`src/rtl/bht_ctrl.sv`:
```
// Branch history table controller: arbitrates the single table port between
// prediction lookups and queued counter updates, and clears the table after reset.
module bht_ctrl #(
  parameter int ADDR_W = 10,
  parameter int QDEPTH = 4
) (
  input  logic              clk,
  input  logic              rst_n,
  input  logic              lk_valid,
  input  logic [ADDR_W-1:0] lk_addr,
  output logic              lk_ready,
  output logic              lk_pred_valid,
  output logic              lk_pred,
  output logic [1:0]        lk_state,
  input  logic              up_valid,
  input  logic [ADDR_W-1:0] up_addr,
  input  logic              up_taken,
  output logic              up_ready,
  output logic [ADDR_W-1:0] tbl_addr,
  output logic              tbl_we,
  output logic [1:0]        tbl_wdata,
  input  logic [1:0]        tbl_rdata,
  output logic              init_busy
);
  localparam int PTR_W = $clog2(QDEPTH);
  localparam logic [PTR_W:0] FULL_CNT = (PTR_W+1)'(QDEPTH);

  typedef enum logic {S_INIT, S_RUN} state_e;

  state_e            state_q, state_d;
  logic [ADDR_W-1:0] sweep_q, sweep_d;
  logic [PTR_W-1:0]  head_q, head_d, tail_q, tail_d;
  logic [PTR_W:0]    count_q, count_d;
  logic              pv_q, pv_d;
  logic [1:0]        st_q, st_d;
  logic [ADDR_W-1:0] q_addr_q [QDEPTH];
  logic              q_taken_q [QDEPTH];

  logic full, enq, deq, lk_hs;

  function automatic logic [1:0] ctr_next(input logic [1:0] s, input logic taken);
    logic [1:0] n;
    unique case (s)
      2'b00:   n = taken ? 2'b01 : 2'b00;
      2'b01:   n = taken ? 2'b11 : 2'b00;
      2'b10:   n = taken ? 2'b11 : 2'b00;
      default: n = taken ? 2'b11 : 2'b10;
    endcase
    return n;
  endfunction

  assign full = (count_q == FULL_CNT);

  always_comb begin
    state_d   = state_q;
    sweep_d   = sweep_q;
    tbl_addr  = '0;
    tbl_we    = 1'b0;
    tbl_wdata = 2'b00;
    lk_ready  = 1'b0;
    up_ready  = 1'b0;
    init_busy = 1'b1;
    lk_hs     = 1'b0;
    enq       = 1'b0;
    deq       = 1'b0;
    if (rst_n) begin
      unique case (state_q)
        S_INIT: begin
          tbl_addr = sweep_q;
          tbl_we   = 1'b1;
          sweep_d  = sweep_q + ADDR_W'(1);
          if (sweep_q == {ADDR_W{1'b1}}) state_d = S_RUN;
        end
        default: begin
          init_busy = 1'b0;
          lk_ready  = !full;
          up_ready  = !full;
          enq       = up_valid && !full;
          // A full queue steals the port from lookups so updates cannot starve forever.
          if (full || (!lk_valid && count_q != '0)) begin
            deq       = 1'b1;
            tbl_addr  = q_addr_q[head_q];
            tbl_we    = 1'b1;
            tbl_wdata = ctr_next(tbl_rdata, q_taken_q[head_q]);
          end else if (lk_valid) begin
            lk_hs    = 1'b1;
            tbl_addr = lk_addr;
          end
        end
      endcase
    end
  end

  always_comb begin
    head_d = deq ? head_q + PTR_W'(1) : head_q;
    tail_d = enq ? tail_q + PTR_W'(1) : tail_q;
    unique case ({enq, deq})
      2'b10:   count_d = count_q + (PTR_W+1)'(1);
      2'b01:   count_d = count_q - (PTR_W+1)'(1);
      default: count_d = count_q;
    endcase
    pv_d = lk_hs;
    st_d = lk_hs ? tbl_rdata : st_q;
  end

  // Stage boundary: control state, queue pointers and lookup response register.
  always_ff @(posedge clk) begin
    if (!rst_n) begin
      state_q <= S_INIT;
      sweep_q <= '0;
      head_q  <= '0;
      tail_q  <= '0;
      count_q <= '0;
      pv_q    <= 1'b0;
      st_q    <= 2'b00;
    end else begin
      state_q <= state_d;
      sweep_q <= sweep_d;
      head_q  <= head_d;
      tail_q  <= tail_d;
      count_q <= count_d;
      pv_q    <= pv_d;
      st_q    <= st_d;
    end
  end

  always_ff @(posedge clk) begin
    if (enq) begin
      q_addr_q[tail_q]  <= up_addr;
      q_taken_q[tail_q] <= up_taken;
    end
  end

  assign lk_pred_valid = pv_q;
  assign lk_state      = st_q;
  assign lk_pred       = st_q[1];
endmodule

```
`config.mk`:
```
export PLATFORM = sky130hd
export DESIGN_NAME = bht_ctrl
export DESIGN_NICKNAME = d
export VERILOG_FILES = /design/src/rtl/bht_ctrl.sv
export SDC_FILE = /design/constraint.sdc
export NUM_CORES = 1
export LEC_CHECK = 0
export ABC_AREA = 1
export BUFFER_PORTS_ARGS = -buffer_cell sky130_fd_sc_hd__buf_4
export CAP_MARGIN = 40
export CORE_UTILIZATION = 51
export CTS_CLUSTER_SIZE = 40
export DETAILED_ROUTE_END_ITERATION = 10
export GPL_ROUTABILITY_DRIVEN = 1
export PLACE_DENSITY = 0.75
export RECOVER_POWER = 100
export SLEW_MARGIN = 20
export SYNTH_ARGS = -nofsm -noshare
export SYNTH_HDL_FRONTEND = slang
export SYNTH_SLANG_ARGS = --single-unit
```
`constraint.sdc`:
```
create_clock -name clk -period 1.65 [get_ports clk]
set_input_delay 0.0825 -clock clk [delete_from_list [all_inputs] [get_ports clk]]
set_output_delay 0.0825 -clock clk [all_outputs]
set_load 0.02 [all_outputs]
```
# After elaboration in Yosys (flattened, before gate mapping)
# Memories as Yosys holds them, arrays and structs flattened. A register that Yosys moved wholly into a read port is not among the register bits.
# Index checks and enable logic that the tools add are counted.
word_totals:
  ff_bits: 21
  mem_bits_rw: 44
  output_inout_bits: 20
  elab_cells: 64
  n_memories: 2
classes:
  addsub: 5
  eq_ne: 6
  muxes: 35
  reduce_logical: 9
mem_list:
  columns: ["memory", "words", "word_bits", "rd", "rd_ports_with_merged_regs", "wr", "line_no", "source"]
  rows:
  - ["q_addr_q", 4, 10, 1, 1, 1, "36", "logic [ADDR_W-1:0] q_addr_q [QDEPTH];"]
  - ["q_taken_q", 4, 1, 1, 1, 1, "37", "logic q_taken_q [QDEPTH];"]
op_table:
  columns: ["operator", "count"]
  rows:
  - ["10-bit two-way mux", 4]
  - ["1-bit two-way mux", 21]
  - ["2-bit two-way mux", 8]
  - ["10-bit by 1-bit adder with 10-bit output (second input constant)", 1]
  - ["10-bit == test (second input constant)", 1]
  - ["3-bit one-hot mux with 2 select lines", 1]
  - ["2-bit by 1-bit adder with 2-bit output (second input constant)", 2]
  - ["2-bit by 1-bit == test with 1-bit output (second input constant)", 2]
  - ["2-bit == test (second input constant)", 2]
  - ["2-bit one-hot mux with 2 select lines", 1]
  - ["3-bit by 1-bit adder with 3-bit output (second input constant)", 1]
  - ["3-bit == test (second input constant)", 1]
  - ["3-bit nonzero test", 1]
  - ["3-bit by 1-bit subtractor with 3-bit output (second input constant)", 1]
  - ["1-bit logical AND", 2]
  - ["1-bit zero test", 2]
  - ["2-bit zero test", 1]
  - ["2-bit nonzero test", 1]
  - ["2-bit OR reduction", 1]
  - ["1-bit logical OR", 1]

# Logic depth before layout (Yosys ltp)
# Gate-level depths: netlist of run 1.
logic_depth:
  word_depth: 8
  mapped_depth: 13
  depth_no_buf: 13

# Least setup slack after synthesis of run 1
# No wires, ideal clock.
synth_path:
  path_kind: "register -> register"
  startpoint: "reg state_q"
  endpoint: "reg count_q[2]"
  setup_time_ns: 0.119
  arrival_ns: 1.713
  slack_ns: -0.182
  stages_incl_launch_ff: 13
  n_path_buf: 1
  synth_period_minus_slack_ns: 1.832
  cell_sequence: "dfxtp_1 buf_6 nand2_2 inv_2 nand2_2 inv_2 ha_1 inv_1 fa_1 nand2_1 nand3_1 o21ai_0 a21oi_1"
synth_via:
  elab_chain_len: 4
  word_cells_on_any_way: 8
synth_lines:
  columns: ["element", "line_no", "source"]
  rows:
  - ["start, declared", "30", "state_e state_q, state_d;"]
  - ["start signal, assigned", "117", "state_q <= state_d;"]
  - ["1-bit two-way mux *", "67", "unique case (state_q)"]
  - ["1-bit two-way mux *", "66", "if (rst_n) begin"]
  - ["named net deq", "39", "logic full, enq, deq, lk_hs;"]
  - ["2-bit by 1-bit == test with 1-bit output / 2-bit == test (equally long branches)", "97", "unique case ({enq, deq})"]
  - ["3-bit one-hot mux with 2 select lines / 2-bit nonzero test (equally long branches)", null, null]
  - ["end signal, assigned", "121", "count_q <= count_d;"]
  - ["end, declared", "33", "logic [PTR_W:0] count_q, count_d;"]
# The timed path passes the listed nets; every way through them passes the cells marked *.
# A chain may end at the register's enable or synchronous reset.

# Worst setup path in the final report of run 1
layout_path:
  startpoint: "reg count_q[0]"
  endpoint: "reg count_q[2]"
layout_via:
  elab_chain_len: 8
  word_cells_on_any_way: 17
layout_lines:
  columns: ["element", "line_no", "source"]
  rows:
  - ["3-bit nonzero test", "80", "if (full || (!lk_valid && count_q != '0)) begin"]
  - ["1-bit logical AND", "80", null]
  - ["1-bit logical OR", "80", null]
  - ["1-bit two-way mux", "80", null]
  - ["1-bit two-way mux", "67", null]
  - ["1-bit two-way mux", "66", null]
  - ["2-bit by 1-bit == test with 1-bit output / 2-bit == test (equally long branches)", "97", null]
  - ["3-bit one-hot mux with 2 select lines / 2-bit nonzero test (equally long branches)", null, null]
# Parallel ways exist; a longest one is shown, timed or not.

==> results of run 1 <==
## layer usage
metal / global-route usage / vias to the layer above
met3: 0.0473 / 17
met2: 0.396 / 109
met5: 0 / -
met1: 0.278 / 1297
li1: - / 1371
met4: 0.116 / 0
## worst max path at each step
stage                              endpoint
finish              count_q[2]$_SDFFE_PN0P_
floorplan           count_q[2]$_SDFFE_PN0P_
detailed placement  count_q[2]$_SDFFE_PN0P_
global route        count_q[2]$_SDFFE_PN0P_
CTS                 count_q[2]$_SDFFE_PN0P_
global placement    count_q[2]$_SDFFE_PN0P_
## per-stage QoR
step / setup TNS (ns) / instance area, um^2 / std cells
after floorplan: -0.832 / 3300 / 376
after global placement: -0.0549 / 3760 / 498
after detailed placement: -0.269 / 3760 / 498
after CTS: -0.478 / 4160 / 529
after global routing: -1.95 / 4310 / 537
final: -1.08 / 4310 / 537
## final cells by class
type / count / area, um^2 / area share
clock inverters: 7 / 92.6 / 0.0215
clock buffers: 9 / 124 / 0.0287
repair inverters: 1 / 8.76 / 0.00203
inverters: 64 / 262 / 0.0606
well taps: 75 / 93.8 / 0.0218
multi-input cells: 228 / 1270 / 0.296
flip-flops and latches: 67 / 1790 / 0.415
repair buffers: 86 / 667 / 0.155
## synth_stat cells, drive strengths merged, types with 3 or more instances
| library cell | count | share of area |
|---|---|---|
| a21oi | 25 | 0.039 |
| buf | 16 | 0.033 |
| dfxtp | 23 | 0.14 |
| edfxtp | 44 | 0.40 |
| ha | 7 | 0.027 |
| inv | 63 | 0.072 |
| nand2 | 97 | 0.12 |
| nand3 | 46 | 0.081 |
| nand4 | 3 | 0.0057 |
| nor2 | 26 | 0.033 |
| nor3 | 4 | 0.0076 |
| o211ai | 3 | 0.0069 |
| o21ai | 12 | 0.018 |
## logic make-up after synthesis
kind of cell	after synthesis	share of synthesized area
flip-flops	67	0.544
AO/OA/AOI/OAI	41	0.0665
AND/OR/NAND/NOR	178	0.246
buffers and inverters	81	0.108
adder cells (fa/ha/maj)	8	0.0329
XOR/XNOR	1	0.00268
## worst min-delay path, cell delays in order
cell and delay [ns]:
buf_4 0.13, nand3_1 0.07, a21oi_1 0.05
## power groups by stage
stage	Sequential [mW]	Combinational, mW	Clock, mW
final	1.79	0.153	1.49
after global routing	1.79	0.168	1.56
after global placement	1.83	0.126	0
after floorplan	1.83	0.0500	0
after detailed placement	1.83	0.130	0
after CTS	1.80	0.157	1.49
## timing repair
item / CTS / global route
setup buffers: 2 / 7
hold buffers: 13 / 0
cloned: 0 / 1
pin swaps: 4 / 5
hold endpoints to repair: 46 / 0
resized for setup: 12 / 42
setup endpoints to repair: 14 / 14
## sequential cells by signal, summed over array words and instances (netlist names), named ones only
signal and count:
state_q 1, count_q 3, lk_pred_valid 1, sweep_q 10
head_q 2, tail_q 2, lk_state 2, q_addr_q 40
q_taken_q 4
==> results.sh, run 1 <==
export IMPL_status="finished, violations left"
export IMPL_violations="negative setup slack"
export IMPL_die_x_um=82.1
export IMPL_final_common_cell="nand2_1"
export IMPL_place_hpwl_mm=4.76
export IMPL_top_layer_used="met4"
export IMPL_synth_distinct_cells=29
export IMPL_final_cell_mix="nand2_1 (87), inv_1 (57), buf_4 (47)"
export IMPL_p_leak_nw=1.86
export IMPL_place_congestion=0.869
export IMPL_setup_slack_ns=-0.159
export IMPL_reg2reg_to="count_q[2]$_SDFFE_PN0P_"
export IMPL_power_clock_fraction=0.433
export IMPL_crit_path_start_kind="flip-flop"
export IMPL_setup_viol=11
export IMPL_min_period_ns=1.81
export IMPL_root_buffer="clkbuf_8"
export IMPL_cp_top_family="adder cells"
export IMPL_hold_viol_final=0
export IMPL_wl_per_cell_um=14.5
export IMPL_tightest_slew_ns=0.509
export IMPL_cts_buffer_depth=2
export IMPL_route_detailed_drc=0
export IMPL_io_pins=47
export IMPL_antenna_cells=0
export IMPL_die_area_um2=6740
export IMPL_switching_share=0.211
export IMPL_n_fill_cell=454
export IMPL_routed_wl_mm=7.80
export IMPL_nNetsFinal=492
export IMPL_powerDensity_nw_per_um2=795
export IMPL_fp_row_count=28
export IMPL_rsz0062_at_grt="yes"
export IMPL_dr_pass1_iters=5
export IMPL_cell_internal_pwr_mw=2.71
export IMPL_end_kind="flip-flop"
export IMPL_synth_seq_cells=67
export IMPL_numCtsBuffers=9
export IMPL_syn_avg_cell_area_um2=8.71
export IMPL_arrival_ns=2.05
export IMPL_synth_warnings=0
export IMPL_crit_cells=11
export IMPL_dpl_worst_slack_ns=-0.201
export IMPL_cts_tree="yes"
export IMPL_htreeDepth=3
export IMPL_finalClockSkew_ns=0.00809
export IMPL_drive_gt1_frac=0.271
export IMPL_hold_end="tail_q[1]$_SDFFE_PN0P_"
export IMPL_initial_core_util=0.540
export IMPL_max_slew_margin_rel=0.661
export IMPL_grt_overflow=0
export IMPL_critPathMaxFanout=3
export IMPL_fmax_ghz=0.553
export IMPL_yosysSeqAreaShare=0.544
export IMPL_port_buffers=46
export IMPL_worstPathRequired_ns=1.89
export IMPL_post_route_util=0.712
export IMPL_peakVddDrop_mv=0.577
export IMPL_grtUsageTotal=0.232
export IMPL_grt_pass1_wl_mm=11.2
export IMPL_path_class="reg -> reg"
export IMPL_holdCritPathClass="in -> reg"
export IMPL_wl_met3_um=530
export IMPL_drv_cap=0
export IMPL_pwr_share_seq=0.522
export IMPL_grt_max_degree=27
export IMPL_num_vias=2794
export IMPL_coreArea_um2=6060
export IMPL_drv_slew=0
export IMPL_post_drt_via_cell_ratio=5.20
export IMPL_synth_fp_nets=411
export IMPL_cp_slowest_cell="dfxtp_4"
export IMPL_reg2reg_from="count_q[0]$_SDFFE_PN0P_"
export IMPL_synthCells=376
export IMPL_grt_pass1_vias=2460
export IMPL_synth_ff_type="edfxtp_1"
export IMPL_hold_slack_ns=0.0400
export IMPL_cpPeakStageDelay_ns=0.36
export IMPL_path_cells="nor2_4 > nand2_4 > buf_6 > nand3_4 > ha_4 > inv_4 > fa_2 > nand2_2 > nand3_2 > o21ai_2 > a21oi_2"
export IMPL_synthArstFlopShare=0
export IMPL_ff2ff_setup_slack_ns=-0.16
export IMPL_wl_met1_mm=3.00
export IMPL_comb_power_share=0.045
export IMPL_fp_dieH_um=82.1
export IMPL_antenna_found_initial=0
export IMPL_crit_buf_inv=2
export IMPL_wl_met2_mm=4.08
export IMPL_crit_start="count_q[0]$_SDFFE_PN0P_"
export IMPL_p_total_mw=3.43
export IMPL_synthToLayoutAreaGrowth_pct=31.7
export IMPL_synth_edf_count=44
export IMPL_antenna_left=0
export IMPL_p_switching_uw=722
export IMPL_min_path_cells=3
export IMPL_fin_crit_sh=1.10
export IMPL_worstHoldStart="up_valid"
export IMPL_r2r_cells=11
export IMPL_drtIter0Drc=169
export IMPL_path_clk_slew_ns=0.07
export IMPL_netlist_area_um2=3270
export IMPL_cts_sinks=67
export IMPL_clkLatencyLatePin_ns=0.35
No activity file was read; power rests on OpenSTA's default activity.
==> inputs of run 2 (changes only) <==
--- a/config.mk
+++ b/config.mk
@@ -10,2 +10,3 @@
 export CAP_MARGIN = 40
+export CORE_MARGIN = 2
 export CORE_UTILIZATION = 51
--- a/constraint.sdc
+++ b/constraint.sdc
@@ -3,2 +3,2 @@
 set_output_delay 0.0825 -clock clk [all_outputs]
-set_load 0.02 [all_outputs]
+set_load 0.1 [all_outputs]
==> results.sh, run 2 (synthesis results as in run 1) <==
export IMPL_ff2ff_setup_slack_ns=-0.11
export IMPL_powerDensity_nw_per_um2=761
export IMPL_grt_pass1_wl_mm=13.2
export IMPL_worstPathRequired_ns=1.57
export IMPL_place_congestion=0.841
export IMPL_drv_slew=0
export IMPL_antenna_cells=0
export IMPL_end_kind="primary output"
export IMPL_min_path_cells=3
export IMPL_post_route_util=0.740
export IMPL_status="finished, violations left"
export IMPL_path_cells="nor2_4 > nand2_4 > nand2_8 > buf_4 > nand3_4 > a21oi_4 > buf_12"
export IMPL_min_period_ns=1.78
export IMPL_critPathMaxFanout=5
export IMPL_reg2reg_from="count_q[1]$_SDFFE_PN0P_"
export IMPL_n_fill_cell=433
export IMPL_coreArea_um2=6280
export IMPL_cell_internal_pwr_mw=2.78
export IMPL_clkLatencyLatePin_ns=0.34
export IMPL_holdCritPathClass="in -> reg"
export IMPL_top_register="q_addr_q"
export IMPL_violations="negative setup slack"
export IMPL_tightest_slew_ns=0.536
export IMPL_routed_wl_mm=7.98
export IMPL_cts_buffer_depth=2
export IMPL_reg2reg_to="count_q[2]$_SDFFE_PN0P_"
export IMPL_final_cell_mix="nand2_1 (83), inv_1 (56), buf_4 (45)"
export IMPL_setup_slack_ns=-0.130
export IMPL_use_met2=0.414
export IMPL_die_area_um2=7080
export IMPL_cp_slowest_cell="dfxtp_4"
export IMPL_comb_power_share=0.057
export IMPL_fin_crit_sh=1.08
export IMPL_port_buffers=46
export IMPL_antenna_found_initial=0
export IMPL_drtIter0Drc=175
export IMPL_power_clock_fraction=0.436
export IMPL_dpl_worst_slack_ns=-0.110
export IMPL_cts_sinks=67
export IMPL_grt_max_degree=27
export IMPL_htreeDepth=3
export IMPL_grt_overflow=0
export IMPL_path_clk_slew_ns=0.06
export IMPL_post_drt_via_cell_ratio=5.14
export IMPL_worstHoldStart="tbl_rdata[1]"
export IMPL_final_common_cell="nand2_1"
export IMPL_fmax_ghz=0.562
export IMPL_switching_share=0.216
export IMPL_die_x_um=84.1
export IMPL_nNetsFinal=491
export IMPL_reg_largest_list="q_addr_q (40), sweep_q (10), q_taken_q (4)"
export IMPL_num_vias=2767
export IMPL_p_leak_nw=1.93
export IMPL_synthToLayoutAreaGrowth_pct=42.0
export IMPL_route_detailed_drc=0
export IMPL_p_switching_uw=764
export IMPL_hold_end="lk_state[1]$_SDFFE_PN0P_"
export IMPL_crit_path_start_kind="flip-flop"
export IMPL_numCtsBuffers=9
export IMPL_r2r_cells=12
export IMPL_path_class="reg -> out"
export IMPL_grtUsageTotal=0.241
export IMPL_finalClockSkew_ns=0.0119
export IMPL_busiest_layer="met2"
export IMPL_antenna_left=0
export IMPL_cp_top_family="simple AND/OR/NAND/NOR gates"
export IMPL_drive_gt1_frac=0.302
export IMPL_max_slew_margin_rel=0.644
export IMPL_dr_pass1_iters=4
export IMPL_pwr_share_seq=0.506
export IMPL_met3_usage=0.0584
export IMPL_hold_viol_final=0
export IMPL_fp_dieH_um=84.1
export IMPL_root_buffer="clkbuf_8"
export IMPL_crit_buf_inv=2
export IMPL_place_hpwl_mm=5.24
export IMPL_setup_tns_ns=-1.22
export IMPL_io_pins=47
export IMPL_setup_viol=13
export IMPL_rsz0062_at_grt="yes"
export IMPL_arrival_ns=1.70
export IMPL_cpPeakStageDelay_ns=0.37
export IMPL_largest_reg_flops=40
export IMPL_initial_core_util=0.522
export IMPL_grt_pass1_vias=2870
export IMPL_cts_tree="yes"
export IMPL_wl_per_cell_um=14.8
export IMPL_fp_row_count=29
export IMPL_peakVddDrop_mv=0.620
export IMPL_met1_usage=0.287
export IMPL_drv_cap=0
[run 2: cell types whose count changed in the layout (fill, tap and decap cells not counted), moves of 3 or more]
cell / delta
a21oi_2: -11
a21oi_4: +11
buf_12: +12
buf_6: -6
clkbuf_1: -3
nand2_1: -4
nand2_2: +3
nand2_8: +3
nand3_2: -3
nand3_4: +4
[run 2: worst max path at each step]
stage | from | endpoint | slack [ns] | cells after the start
detailed placement | count_q[1]$_SDFFE_PN0P_ | count_q[2]$_SDFFE_PN0P_ | -0.11 | 12
floorplan | state_q$_SDFF_PN0_ | count_q[2]$_SDFFE_PN0P_ | -0.10 | 12
global placement | count_q[1]$_SDFFE_PN0P_ | count_q[2]$_SDFFE_PN0P_ | -0.02 | 13
finish | count_q[1]$_SDFFE_PN0P_ | tbl_addr[1] | -0.13 | 7
global route | count_q[1]$_SDFFE_PN0P_ | count_q[2]$_SDFFE_PN0P_ | -0.23 | 13
CTS | count_q[0]$_SDFFE_PN0P_ | count_q[2]$_SDFFE_PN0P_ | -0.11 | 13
[run 2: final cells by class]
class | instances | area, um^2 | share of cell area
sequential | 67 | 1790 | 0.386
tap | 77 | 96.3 | 0.0207
inverter | 64 | 262 | 0.0563
clock buffer | 11 | 141 | 0.0304
multi-input combinational | 228 | 1450 | 0.312
timing repair buffer | 86 | 822 | 0.177
clock inverter | 5 | 85.1 | 0.0183
[run 2: metal layers]
metal | part of all wire | wire length [um]
met1 | 0.42 | 3370
met2 | 0.51 | 4080
met3 | 0.042 | 336
met4 | 0.024 | 190
met5 | 0 | 0
[run 2: through the flow]
stage	total power [mW]	std cells	area [um^2]	hold slack, ns
2_1_floorplan	1.92	376	3490	0.181
6_report	3.54	538	4650	0.0111
3_5_place_dp	2.01	505	4000	0.285
5_1_grt	3.64	538	4650	0.0136
4_1_cts	3.55	535	4650	0.00207
3_3_place_gp	2.00	505	4000	0.282
[run 2: power groups by stage]
| stage | registers (mW) | logic (mW) | clock network [mW] |
|---|---|---|---|
| finish | 1.79 | 0.202 | 1.54 |
| detailed placement | 1.83 | 0.174 | 0 |
| global placement | 1.83 | 0.169 | 0 |
| floorplan | 1.83 | 0.0893 | 0 |
| CTS | 1.79 | 0.209 | 1.55 |
| global route | 1.79 | 0.217 | 1.63 |
[run 2: worst register-to-register path, stage by stage, from the launching register on]
cell and delay, ns:
dfxtp_4 0.37, nor2_4 0.13, nand2_4 0.10, nand2_8 0.09, nand2_8 0.05, inv_4 0.05
ha_4 0.14, inv_4 0.04, fa_2 0.35, nand2_2 0.07, nand3_2 0.07, o21ai_2 0.14
a21oi_1 0.05
[run 2: repair_timing]
item | 4_1_cts | 5_1_grt
pin swaps | 17 | 5
cloned | 1 | 0
endpoints found under the setup margin | 15 | 15
setup buffers | 2 | 4
resized for setup | 71 | 8
hold endpoints to repair | 44 | 0
hold buffers | 11 | 0
